$ cat src/rtl/ap_seq_pkg.sv
// Shared types, default widths and the wrap-safe cycle difference used by
// the ap_ctrl_chain sequencer and its timestamp FIFO.
package ap_seq_pkg;

    localparam int CNT_W_DEF = 32;
    localparam int TXN_W_DEF = 16;
    localparam int DEPTH_DEF = 4;
    localparam int DIFF_W    = 64;

    typedef enum logic [1:0] {
        IDLE,
        ISSUE,
        DRAIN,
        FINISH
    } seq_state_e;

    // Callers zero-extend narrower counters and truncate the result, which
    // yields the modulo-2^CNT_W difference for any CNT_W up to DIFF_W.
    function automatic logic [DIFF_W-1:0] mod_diff(input logic [DIFF_W-1:0] later,
                                                   input logic [DIFF_W-1:0] earlier);
        return later - earlier;
    endfunction

endpackage

$ cat src/rtl/txn_ts_fifo.sv
// Start-timestamp FIFO: one entry per outstanding transaction, head visible
// on rdata without a read latency.
module txn_ts_fifo #(
    parameter int DEPTH = 4,
    parameter int W     = 32,
    localparam int CW   = $clog2(DEPTH) + 1
) (
    input  logic          ap_clk,
    input  logic          ap_rst_n,
    input  logic          push,
    input  logic          pop,
    input  logic [W-1:0]  wdata,
    output logic [W-1:0]  rdata,
    output logic          full,
    output logic          empty,
    output logic [CW-1:0] count
);
    localparam int AW = $clog2(DEPTH);

    logic [W-1:0]  mem [DEPTH];
    logic [AW-1:0] wr_ptr;
    logic [AW-1:0] rd_ptr;
    logic          push_ok;
    logic          pop_ok;

    assign full    = (count == CW'(DEPTH));
    assign empty   = (count == '0);
    assign pop_ok  = pop & ~empty;
    assign push_ok = push & (~full | pop_ok);
    assign rdata   = mem[rd_ptr];

    // NOTE: storage carries no reset; only pointers and count define validity.
    always_ff @(posedge ap_clk) begin
        if (push_ok) mem[wr_ptr] <= wdata;
    end

    always_ff @(posedge ap_clk or negedge ap_rst_n) begin
        if (!ap_rst_n) begin
            wr_ptr <= '0;
            rd_ptr <= '0;
            count  <= '0;
        end else begin
            if (push_ok) wr_ptr <= wr_ptr + AW'(1);
            if (pop_ok)  rd_ptr <= rd_ptr + AW'(1);
            count <= count + CW'(push_ok) - CW'(pop_ok);
        end
    end

endmodule

$ cat src/rtl/ap_ctrl_sequencer.sv
// ap_ctrl_chain initiator: issues a programmed number of kernel starts with
// overlap, then reports per-transaction latency, start interval and min/max.
module ap_ctrl_sequencer
    import ap_seq_pkg::*;
#(
    parameter int CNT_W = CNT_W_DEF,
    parameter int TXN_W = TXN_W_DEF,
    parameter int DEPTH = DEPTH_DEF
) (
    input  logic             ap_clk,
    input  logic             ap_rst_n,
    input  logic             cfg_go,
    input  logic [TXN_W-1:0] cfg_num_txn,
    input  logic             cfg_abort,
    output logic             ap_start,
    input  logic             ap_ready,
    input  logic             ap_done,
    output logic             ap_continue,
    output logic             busy,
    output logic             run_done,
    output logic [TXN_W-1:0] txn_issued,
    output logic [TXN_W-1:0] txn_completed,
    output logic             lat_valid,
    output logic [CNT_W-1:0] lat_value,
    output logic [CNT_W-1:0] ii_value,
    output logic [CNT_W-1:0] lat_min,
    output logic [CNT_W-1:0] lat_max,
    output logic             err_spurious
);
    localparam int CW = $clog2(DEPTH) + 1;

    seq_state_e       state;
    logic [CNT_W-1:0] cyc;
    logic [CNT_W-1:0] last_start;
    logic [CNT_W-1:0] head_ts;
    logic [CNT_W-1:0] lat_now;
    logic [CNT_W-1:0] ii_now;
    logic [TXN_W-1:0] num_txn;
    logic [TXN_W-1:0] issued_next;
    logic [CW-1:0]    fifo_count;
    logic             fifo_full;
    logic             fifo_empty;
    logic             start_hs;
    logic             comp;
    logic             comp_ok;
    logic             bypass;
    logic             push;
    logic             pop;
    logic             full_next;
    logic             abort_q;
    logic             stop;

    assign ap_continue = (state == ISSUE) || (state == DRAIN);
    assign busy        = ap_continue;

    // NOTE: combinational next-value logic uses blocking '=', registers use '<='.
    always_comb begin
        start_hs    = ap_start & ap_ready;
        comp        = ap_done & ap_continue;
        bypass      = comp & start_hs & fifo_empty;
        comp_ok     = comp & (~fifo_empty | start_hs);
        push        = start_hs & ~bypass;
        pop         = comp & ~fifo_empty;
        stop        = cfg_abort | abort_q;
        issued_next = txn_issued + TXN_W'(start_hs);
        full_next   = fifo_full ? !pop
                                : (push && !pop && (fifo_count == CW'(DEPTH - 1)));
        lat_now     = bypass ? '0 : CNT_W'(mod_diff(DIFF_W'(cyc), DIFF_W'(head_ts)));
        ii_now      = CNT_W'(mod_diff(DIFF_W'(cyc), DIFF_W'(last_start)));
    end

    txn_ts_fifo #(
        .DEPTH (DEPTH),
        .W     (CNT_W)
    ) u_ts_fifo (
        .ap_clk   (ap_clk),
        .ap_rst_n (ap_rst_n),
        .push     (push),
        .pop      (pop),
        .wdata    (cyc),
        .rdata    (head_ts),
        .full     (fifo_full),
        .empty    (fifo_empty),
        .count    (fifo_count)
    );

    always_ff @(posedge ap_clk or negedge ap_rst_n) begin
        if (!ap_rst_n) cyc <= '0;
        else           cyc <= cyc + CNT_W'(1);
    end

    always_ff @(posedge ap_clk or negedge ap_rst_n) begin
        if (!ap_rst_n) begin
            state         <= IDLE;
            ap_start      <= 1'b0;
            run_done      <= 1'b0;
            num_txn       <= '0;
            txn_issued    <= '0;
            txn_completed <= '0;
            lat_valid     <= 1'b0;
            lat_value     <= '0;
            ii_value      <= '0;
            lat_min       <= '1;
            lat_max       <= '0;
            err_spurious  <= 1'b0;
            last_start    <= '0;
            abort_q       <= 1'b0;
        end else begin
            run_done  <= 1'b0;
            lat_valid <= 1'b0;

            if (start_hs) begin
                txn_issued <= issued_next;
                ii_value   <= (txn_issued == '0) ? '0 : ii_now;
                last_start <= cyc;
            end

            if (comp_ok) begin
                lat_valid     <= 1'b1;
                lat_value     <= lat_now;
                txn_completed <= txn_completed + TXN_W'(1);
                if (lat_now < lat_min) lat_min <= lat_now;
                if (lat_now > lat_max) lat_max <= lat_now;
            end else if (comp) begin
                err_spurious <= 1'b1;
            end

            case (state)
                IDLE: begin
                    if (cfg_go) begin
                        num_txn       <= cfg_num_txn;
                        txn_issued    <= '0;
                        txn_completed <= '0;
                        ii_value      <= '0;
                        lat_min       <= '1;
                        lat_max       <= '0;
                        err_spurious  <= 1'b0;
                        abort_q       <= 1'b0;
                        ap_start      <= (cfg_num_txn != '0);
                        state         <= (cfg_num_txn == '0) ? FINISH : ISSUE;
                    end
                end
                ISSUE: begin
                    abort_q <= stop;
                    if (issued_next == num_txn) begin
                        ap_start <= 1'b0;
                        state    <= DRAIN;
                    end else if (stop && (!ap_start || start_hs)) begin
                        ap_start <= 1'b0;
                        state    <= DRAIN;
                    end else begin
                        // A raised start is held until accepted; a new one needs room.
                        ap_start <= (ap_start && !start_hs) || (!stop && !full_next);
                    end
                end
                DRAIN: begin
                    if ((txn_completed == txn_issued) && !comp) state <= FINISH;
                end
                FINISH: begin
                    run_done <= 1'b1;
                    state    <= IDLE;
                end
                default: state <= IDLE;
            endcase
        end
    end

endmodule

$ cat config.mk
export PLATFORM = sky130hd
export DESIGN_NAME = ap_ctrl_sequencer
export DESIGN_NICKNAME = d
export VERILOG_FILES = /design/src/rtl/ap_seq_pkg.sv /design/src/rtl/txn_ts_fifo.sv /design/src/rtl/ap_ctrl_sequencer.sv
export SDC_FILE = /design/constraint.sdc
export NUM_CORES = 1
export LEC_CHECK = 0
export BUFFER_PORTS_ARGS = -buffer_cell sky130_fd_sc_hd__buf_2
export CAP_MARGIN = 10
export CORE_ASPECT_RATIO = 1.4
export CORE_UTILIZATION = 60
export DETAILED_ROUTE_END_ITERATION = 6
export HOLD_SLACK_MARGIN = 0.15
export PLACE_DENSITY = 0.8
export SLEW_MARGIN = 20
export SYNTH_ARGS = -nofsm -noshare
export SYNTH_HDL_FRONTEND = slang
export SYNTH_SLANG_ARGS = --single-unit
$ cat constraint.sdc
create_clock -name ap_clk -period 10.4 [get_ports ap_clk]
set_input_delay 0.52 -clock ap_clk [delete_from_list [all_inputs] [get_ports ap_clk]]
set_output_delay 0.52 -clock ap_clk [all_outputs]
set_load 0.005 [all_outputs]
== Word level (Yosys, flattened, before mapping) ==
Memories as Yosys holds them, arrays and structs flattened.
Index checks and enable logic that the tools add are counted.

* Add/sub/neg operators: 9
* Order comparisons: 2
* Equal/unequal tests: 10
* Mux-type cells: 40
* Bitwise operators: 15
* Reduce and logical (&&, ||, !) cells: 24

{| class="wikitable"
|+ Operators with widths
! kind !! count
|-
| $mux W32 || 13
|-
| $mux W16 || 6
|-
| $sub A32 B32 Y32 || 2
|-
| $add A32 B1 Y32 const B || 1
|-
| $eq A16 B16 Y1 || 2
|-
| $gt A32 B32 Y1 || 1
|-
| $logic_not A16 Y1 || 2
|-
| $lt A32 B32 Y1 || 1
|-
| $add A16 B1 Y16 || 1
|-
| $add A16 B1 Y16 const B || 1
|-
| $reduce_bool A16 Y1 || 1
|-
| $mux W1 || 13
|-
| $mux W2 || 5
|-
| $and A1 B1 Y1 || 9
|-
| $pmux W2 S4 || 1
|-
| $logic_and A1 B1 Y1 || 6
|-
| $logic_not A1 Y1 || 6
|-
| $add A2 B1 Y2 const B || 2
|-
| $eq A2 B2 Y1 const B || 2
|-
| $pmux W1 S2 || 2
|-
| $reduce_and A2 Y1 || 2
|-
| $add A3 B1 Y3 || 1
|-
| $eq A3 B2 Y1 const B || 1
|-
| $eq A3 B3 Y1 const B || 1
|-
| 12 further kinds || 18
|}

* Register bits after elaboration: 254
* RAM bits: 128
* Input bits: 22
* Output and inout port bits: 166
* Memories kept: 1

{| class="wikitable"
|+ Memories
! memory !! depth !! width !! read ports !! clocked after Yosys merged registers in !! wr ports !! line !! RTL
|-
| u_ts_fifo.mem || 4 || 32 || 1 || 0 || 1 || txn_ts_fifo.sv:20 || <nowiki>logic [W-1:0] mem [DEPTH];</nowiki>
|}

== Depth between registers and ports, before layout ==
Gate-level depths: netlist of run 1.

* Depth after elaboration: 16
* Depth in mapped cells: 27
* Mapped depth without buffers: 22

== Hierarchy ==
A second synthesis of run 1 with hierarchy kept.

* Cells, all modules: 2021
* Area total of the unflattened synthesis: 20846.2 um2

{| class="wikitable"
|+ By module, submodules not included
! module !! instances !! cells each !! area an instance (um2) !! sequential area each (um2)
|-
| ap_ctrl_sequencer || 1 || 1818 || 15782.6 || 6221.0
|-
| txn_ts_fifo || 1 || 203 || 5063.6 || 4018.9
|}

== Least setup slack after synthesis of run 1 ==
OpenSTA, ideal clock, no wires.

* Kind: reg2reg
* From: register u_ts_fifo.rd_ptr[0]
* To: register lat_max[30]
* Library setup time: 0.096 ns
* Arrival time: 6.351 ns
* Slack: 3.954 ns
* Cell stages (with the launch flop): 26
* Clock period less this slack: 6.446 ns
* Path through: dfrtp_1 -> clkbuf_1 -> buf_1 -> mux4_2 -> ha_1 -> fa_1 -> and2b_1 -> o2111ai_1 -> and4b_1 -> o41a_1 -> o31a_4 -> o21bai_4 -> a311oi_1 -> xor2_1 -> nor2_1 -> ha_1 -> nand4_1 -> nor2_1 -> nand2_1 -> or3_1 -> a21oi_1 -> a21oi_1 -> a21oi_1 -> clkbuf_1 -> nand2_1 -> o32ai_2

* Longest elaborated chain between the ends: 8

{| class="wikitable"
|+ Ends and longest elaborated chain
! element !! line !! RTL
|-
| start, declared || txn_ts_fifo.sv:22 || <nowiki>logic [AW-1:0] rd_ptr;</nowiki>
|-
| start signal, assigned || txn_ts_fifo.sv:44 || <nowiki>if (pop_ok) rd_ptr <= rd_ptr + AW'(1);</nowiki>
|-
| $mem_v2 Z4 W32 * || n/a ||
|-
| $sub A32 B32 Y32 * || ap_seq_pkg.sv:21 || <nowiki>return later - earlier;</nowiki>
|-
| $mux W32 * || ap_ctrl_sequencer.sv:68 || <nowiki>lat_now = bypass ? '0 : CNT_W'(mod_diff(DIFF_W'(cyc), DIFF_W'(head_ts)));</nowiki>
|-
| named net lat_now[30] || ap_ctrl_sequencer.sv:36 || <nowiki>logic [CNT_W-1:0] lat_now;</nowiki>
|-
| $gt A32 B32 Y1 || ap_ctrl_sequencer.sv:123 || <nowiki>if (lat_now > lat_max) lat_max <= lat_now;</nowiki>
|-
| $mux W32 * || ap_ctrl_sequencer.sv:123 ||
|-
| $mux W32 * || ap_ctrl_sequencer.sv:118 || <nowiki>if (comp_ok) begin</nowiki>
|-
| $mux W32 || ap_ctrl_sequencer.sv:130 || <nowiki>if (cfg_go) begin</nowiki>
|-
| $mux W32 * || ap_ctrl_sequencer.sv:128 || <nowiki>case (state)</nowiki>
|-
| end signal, assigned || ap_ctrl_sequencer.sv:123 ||
|-
| end, declared || ap_ctrl_sequencer.sv:27 || <nowiki>output logic [CNT_W-1:0] lat_max,</nowiki>
|}

Mark *: on every way through the listed nets, which the timed path passes. The rest lies on a longest branch.
A chain may end at the register's enable or synchronous reset.

== Worst setup path after layout of run 1 ==
* From: register u_ts_fifo.rd_ptr[1]
* To: register lat_max[4]

* Longest elaborated chain between the ends: 8

{| class="wikitable"
|+ Ends and longest elaborated chain
! element !! line
|-
| $mem_v2 Z4 W32 * || n/a
|-
| $sub A32 B32 Y32 * || ap_seq_pkg.sv:21
|-
| $mux W32 * || ap_ctrl_sequencer.sv:68
|-
| named net lat_now[30] || ap_ctrl_sequencer.sv:36
|-
| $gt A32 B32 Y1 * || ap_ctrl_sequencer.sv:123
|-
| $mux W32 * || ap_ctrl_sequencer.sv:123
|-
| $mux W32 * || ap_ctrl_sequencer.sv:118
|-
| $mux W32 || ap_ctrl_sequencer.sv:130
|-
| $mux W32 * || ap_ctrl_sequencer.sv:128
|}

Marked as above.

==> flow_metrics.env, run 1 <==
export IMPL_clock_latency_ns=0.54
export IMPL_postRouteAntennaNets=0
export IMPL_numPortBuffers=187
export IMPL_detail_route_iter0_violations=1059
export IMPL_hold_start="cfg_num_txn[12]"
export IMPL_relSlewSlack=0.357
export IMPL_cts_sinks=382
export IMPL_synth_simple_area_share=0.138
export IMPL_grt_pass1_wl_um=79200
export IMPL_wl_per_cell_um=18.4
export IMPL_drc=0
export IMPL_ys_flop_type="dfrtp_1"
export IMPL_ys_seq_area_frac=0.494
export IMPL_multi_input_comb_area_um2=9570
export IMPL_synth_top_area_frac=0.268
export IMPL_r2r_start="u_ts_fifo.rd_ptr[1]$_DFFE_PN0P_"
export IMPL_post_cts_repair_setup_buffers=0
export IMPL_yosysMostFrequentCell="nand2_1"
export IMPL_regArea_um2=10200
export IMPL_grt_ovfl_total=0
export IMPL_swShare=0.396
export IMPL_cts_hold_repair_buffers=1
export IMPL_hold_viol_final=0
export IMPL_finClkSkew_ns=0.0157
export IMPL_fmax_mhz=137
export IMPL_synth_top_area_cell="dfrtp_1"
export IMPL_cp_start_kind="flip-flop"
export IMPL_dp_hpwl_um=35100
export IMPL_htreeDepth=2
export IMPL_peakVddDrop_v=0.000203
export IMPL_fp_row_count=80
export IMPL_cts_buffers=37
export IMPL_synth_area_leaders="dfrtp_1, edfxtp_1, ha_1"
export IMPL_ioPinCount=188
export IMPL_die_area_um2=35300
export IMPL_max_cap_viol_count=0
export IMPL_power_switching_w=0.00270
export IMPL_leakage_nw=10.9
export IMPL_required_ns=10.79
export IMPL_comb_power_share=0.462
export IMPL_grt_start_max_net_pins=119
export IMPL_firstDrtPassIters=5
export IMPL_seq_power_share=0.332
export IMPL_start_util=0.609
export IMPL_power_density_nw_per_um2=292
export IMPL_synth_cell_types=75
export IMPL_antenna_found_initial=0
export IMPL_die_y_um=222
export IMPL_clk_pin_slew_ns=0.07
export IMPL_crit_start="u_ts_fifo.rd_ptr[1]$_DFFE_PN0P_"
export IMPL_synth_xor_area_frac=0.0621
export IMPL_gp_congestion=0.969
export IMPL_yosys_top_cells_count="nand2_1, dfrtp_1, inv_1"
export IMPL_setup_tns_ns=0
export IMPL_syn_avg_cell_area_um2=10.3
export IMPL_avgViaCountPerCell=5.91
export IMPL_clockPowerShare=0.206
export IMPL_die_x_um=159
export IMPL_vias=15693
export IMPL_first_global_vias=15389
export IMPL_place_ws_ns=3.13
export IMPL_endpoint_kind="flip-flop"
export IMPL_fin_ws_ns=3.11
export IMPL_synth_compound_area_frac=0.127
export IMPL_clockBufferDepth=3
export IMPL_power_internal_w=0.00412
export IMPL_synthArstFlopShare=0.665
export IMPL_fin_crit_sh=0.701
export IMPL_core_area_um2=34000
export IMPL_grt_usage=0.279
export IMPL_r2r_slack_ns=3.11
export IMPL_netlist_area_um2=20700
export IMPL_syn_nets=2182
export IMPL_crit_fanout=26
export IMPL_nets=2341
export IMPL_synth_mux_area_frac=0.0460
export IMPL_drive_gt1_frac=0.157
export IMPL_n_fill_cell=2533
export IMPL_ys_ff_latch=382
export IMPL_tightest_slew_ns=0.965
export IMPL_min_period_ns=7.29
export IMPL_synth_top_family_by_area="simple AND/OR/NAND/NOR gates"
export IMPL_cts_tree="built"
export IMPL_slew_violations=0
export IMPL_outcome="completed"
export IMPL_cts_resized=0
export IMPL_routed_wl_um=48800
export IMPL_synth_fa_ha_area_frac=0.0868
export IMPL_cp_arrival_ns=7.68
export IMPL_synth_edf_count=128
export IMPL_hold_path_class="input pin to flip-flop"
export IMPL_diodes=0
export IMPL_rsz0062_at_grt="no"
export IMPL_cts_root_buf="clkbuf_16"
export IMPL_worstSetupPathType="flip-flop to flip-flop"
export IMPL_area_delta_synth_final_pct=12.5
export IMPL_yosys_warnings=0
export IMPL_setup_viol=0
export IMPL_synthesis_instances=2018
[state kept, by name (all words and copies together), names as in the netlist, 32 cells and up]
name,flops
u_ts_fifo.mem,128
lat_min,32
lat_max,32
ii_value,32
cyc,32
lat_value,32
last_start,32
[critical path: stages, from the launching register on]
cell       delay [ns]
dfrtp_1          0.92
buf_4            0.38
mux4_2           0.33
ha_1             0.22
fa_1             0.40
and2b_1          0.23
o2111ai_1        0.14
and4b_1          0.25
o41a_1           0.45
o31a_4           0.41
o21bai_4         0.14
a311oi_1         0.12
xor2_1           0.36
nor2_1           0.12
ha_1             0.33
nand4_1          0.11
nor2_1           0.22
nand2_1          0.07
or3_1            0.38
a21oi_1          0.12
a21oi_1          0.11
a21oi_4          0.58
buf_4            0.41
mux2i_1          0.23
nor2_1           0.06
[stage by stage]
step / power (W) / utilization / area (µm²) / hold slack (ns) / cells
2_1_floorplan: 0.00442 / - / 20700 / 0.224 / 2018
3_3_place_gp: 0.00528 / 0.648 / 22100 / 0.447 / 2588
3_5_place_dp: 0.00540 / 0.648 / 22100 / 0.452 / 2588
4_1_cts: 0.00684 / 0.685 / 23300 / 0.178 / 2655
5_1_grt: 0.00731 / 0.686 / 23300 / 0.188 / 2655
6_report: 0.00682 / 0.686 / 23300 / 0.191 / 2655
[worst paths after layout]
path	end	depth (start not counted)
max	lat_max[4]$_DFF_PN0_	24
min reg2reg	lat_value[9]$_DFFE_PN0P_	2
min	num_txn[12]$_DFFE_PN0P_	3
min in group asynchronous	lat_valid$_DFF_PN0_	2
max in group asynchronous	num_txn[11]$_DFFE_PN0P_	4
max reg2reg	lat_max[4]$_DFF_PN0_	24
[power by group through the flow]
stage / clock (W) / combinational [W] / sequential [W]
floorplan: 0 / 0.00220 / 0.00222
global placement: 0 / 0.00301 / 0.00227
detailed placement: 0 / 0.00311 / 0.00229
CTS: 0.00143 / 0.00315 / 0.00226
global route: 0.00148 / 0.00352 / 0.00231
finish: 0.00140 / 0.00315 / 0.00227
[layer usage]
metal	up-vias	GRT usage	routed length, µm
li1	7442	-	-
met1	7635	0.351	20100
met2	503	0.486	24300
met3	113	0.0361	2390
met4	0	0.120	2030
met5	-	0	0
[cell families after synthesis]
| group | count (synthesis) |
|---|---|
| muxes | 55 |
| and+or+nand+nor | 629 |
| adders and majority gates | 142 |
| AOI/OAI and AO/OA | 411 |
| DFF | 382 |
| xor gates and xnor gates | 147 |
| buffers and inverters | 252 |
[area by class of cell]
type / instances / area share
sequential: 382 / 0.439
multi-input combinational: 1384 / 0.410
timing repair buffer: 201 / 0.0451
clock buffer: 45 / 0.0431
inverter: 171 / 0.0275
tap: 451 / 0.0242
clock inverter: 21 / 0.0110
[cell usage in the layout, fill, tap and decap left out, types with 8 or more instances in the layout]
| cell type | count |
|---|---|
| nand2_1 | 282 |
| dfrtp_1 | 221 |
| buf_2 | 186 |
| inv_1 | 170 |
| ha_1 | 139 |
| edfxtp_1 | 128 |
| nor2_1 | 127 |
| o21ai_0 | 121 |
| a21oi_1 | 91 |
| xnor2_1 | 79 |
| xor2_1 | 68 |
| nand3_1 | 51 |
| nand4_1 | 37 |
| a21o_1 | 37 |
| clkbuf_16 | 37 |
| mux4_2 | 32 |
| dfstp_2 | 32 |
| nor3_1 | 23 |
| mux2i_1 | 20 |
| and3_1 | 19 |
| nand2b_1 | 17 |
| o311ai_0 | 16 |
| or3_1 | 14 |
| nor4_1 | 14 |
| a211oi_1 | 13 |
| o211ai_1 | 13 |
| buf_4 | 13 |
| a31oi_1 | 12 |
| o31ai_1 | 11 |
| a22oi_1 | 11 |
| nor2b_1 | 9 |
| o21a_1 | 9 |
| o21ai_1 | 8 |
| clkinv_2 | 8 |
No activity file was read; power rests on OpenSTA's default activity.
==> run 2: changes to the inputs <==
CORE_UTILIZATION = 55   (was 60)
PLACE_DENSITY = 0.78   (was 0.8)
clock period = 6.6 ns   (was 10.4 ns; I/O delays follow)
==> flow_metrics.env, run 2 (synthesis results as in run 1) <==
export IMPL_relSlewSlack=0.359
export IMPL_violations="DRC"
export IMPL_drive_gt1_frac=0.160
export IMPL_fin_crit_sh=0.940
export IMPL_setup_viol=0
export IMPL_max_cap_viol_count=0
export IMPL_nets=2368
export IMPL_cts_sinks=382
export IMPL_endpoint_kind="flip-flop"
export IMPL_cts_buffers=39
export IMPL_largest_register="u_ts_fifo.mem"
export IMPL_drc=20
export IMPL_htreeDepth=2
export IMPL_detail_route_iter0_violations=1129
export IMPL_required_ns=7.00
export IMPL_first_global_vias=15598
export IMPL_area_delta_synth_final_pct=13.8
export IMPL_cts_tree="built"
export IMPL_largest_reg_flops=128
export IMPL_postRouteAntennaNets=0
export IMPL_wl_per_cell_um=18.8
export IMPL_clockBufferDepth=3
export IMPL_top_layer="met4"
export IMPL_crit_fanout=16
export IMPL_wl_met2_um=25200
export IMPL_start_util=0.562
export IMPL_cts_root_buf="clkbuf_16"
export IMPL_crit_start="u_ts_fifo.rd_ptr[0]$_DFFE_PN0P_"
export IMPL_leakage_nw=11.0
export IMPL_antenna_found_initial=0
export IMPL_regArea_um2=10200
export IMPL_die_x_um=166
export IMPL_gp_congestion=0.920
export IMPL_outcome="complete, but fails checks"
export IMPL_rsz0062_at_grt="no"
export IMPL_clock_latency_ns=0.55
export IMPL_routed_wl_um=50700
export IMPL_diodes=0
export IMPL_ioPinCount=188
export IMPL_n_fill_cell=2790
export IMPL_r2r_start="u_ts_fifo.rd_ptr[0]$_DFFE_PN0P_"
export IMPL_slew_violations=0
export IMPL_firstDrtPassIters=7
export IMPL_fp_row_count=83
export IMPL_multi_input_comb_area_um2=9570
export IMPL_fmax_mhz=161
export IMPL_grt_usage=0.267
export IMPL_min_period_ns=6.20
export IMPL_grt_ovfl_total=0
export IMPL_die_y_um=232
export IMPL_mostFrequentLayoutCell="nand2_1"
export IMPL_mostFrequentLayoutCells="nand2_1, dfrtp_1, buf_2, inv_1, ha_1"
export IMPL_vias=15769
export IMPL_wl_met3_um=2420
export IMPL_wl_met1_um=21000
export IMPL_hold_start="cfg_go"
export IMPL_dp_hpwl_um=36100
export IMPL_clk_pin_slew_ns=0.06
export IMPL_cp_arrival_ns=6.60
export IMPL_finClkSkew_ns=0.0251
export IMPL_tightest_slew_ns=0.961
export IMPL_core_area_um2=36900
export IMPL_utilization=0.640
export IMPL_die_area_um2=38500
export IMPL_cp_start_kind="flip-flop"
export IMPL_hold_viol_final=0
export IMPL_grt_pass1_wl_um=82000
export IMPL_avgViaCountPerCell=5.84
export IMPL_hold_path_class="input pin to flip-flop"
export IMPL_peakVddDrop_v=0.000279
export IMPL_power_density_nw_per_um2=456
export IMPL_grt_start_max_net_pins=116
export IMPL_numPortBuffers=187
export IMPL_setup_tns_ns=0
export IMPL_worstSetupPathType="flip-flop to flip-flop"
run 2: cell types whose count changed in the layout (fill, tap and decap cells not counted), moves of 2 or more:
cell / delta
buf_4: +6
buf_6: +2
bufinv_16: -4
clkbuf_1: +2
clkbuf_16: +3
clkbuf_8: -2
clkinv_1: -2
clkinvlp_4: +3
dlygate4sd3_1: +17
run 2: metrics by stage:
step	cell area (µm²)	std cells	setup slack [ns]	hold slack [ns]	total power [W]
final	23600	2702	0.397	0.177	0.0108
after global routing	23600	2702	0.0277	0.176	0.0115
after floorplan	20700	2018	0.154	0.0344	0.00696
after global placement	22100	2612	0.471	0.423	0.00841
after CTS	23600	2702	0.242	0.160	0.0108
after detailed placement	22100	2612	0.293	0.432	0.00856
run 2: worst paths after layout:
kind	slack, ns	end	depth (start not counted)
max	0.40	lat_max[7]$_DFF_PN0_	25
min	0.18	abort_q$_DFFE_PN0P_	3
max reg2reg	0.40	lat_max[7]$_DFF_PN0_	25
min reg2reg	0.46	lat_value[5]$_DFFE_PN0P_	2
max in group asynchronous	4.72	txn_issued[5]$_DFF_PN0_	3
min in group asynchronous	0.37	lat_value[9]$_DFFE_PN0P_	2
run 2: area by class of cell:
class / count / share of cell area
timing repair buffer: 226 / 0.0547
clock inverter: 23 / 0.00806
multi-input combinational: 1384 / 0.406
tap: 467 / 0.0248
sequential: 382 / 0.434
inverter: 171 / 0.0272
clock buffer: 49 / 0.0453
run 2: routing by layer:
metal | up-vias | track usage
li1 | 7496 | -
met2 | 507 | 0.466
met3 | 120 | 0.0329
met4 | 0 | 0.112
met1 | 7646 | 0.335
met5 | - | 0
run 2: power by group:
group,switching (W),internal [W]
clock network,0.000945,0.00124
logic,0.00296,0.00204
registers,0.000427,0.00315
run 2: critical path, stage by stage (launching register included):
cell and delay, ns:
dfrtp_2 0.47, buf_6 0.25, buf_6 0.27, mux4_2 0.53, inv_1 0.07, ha_1 0.28, a21oi_1 0.23, nand2_1 0.10
a221oi_1 0.30, o31ai_1 0.19, a31oi_1 0.19, nand2_1 0.09, a31oi_1 0.32, xor2_1 0.29, nor2_1 0.11, ha_1 0.31
nand4_1 0.16, nor2_1 0.28, nand2_1 0.08, or3_1 0.39, a21oi_1 0.13, a21oi_1 0.12, a21oi_4 0.21, buf_4 0.33
mux2i_1 0.24, nor2_1 0.07
run 2: repair_timing:
action,CTS,global route
endpoints found under the setup margin,0,26
buffers inserted,0,0
endpoints found under the hold margin,126,0
hold buffers,18,0
resized for setup,0,2
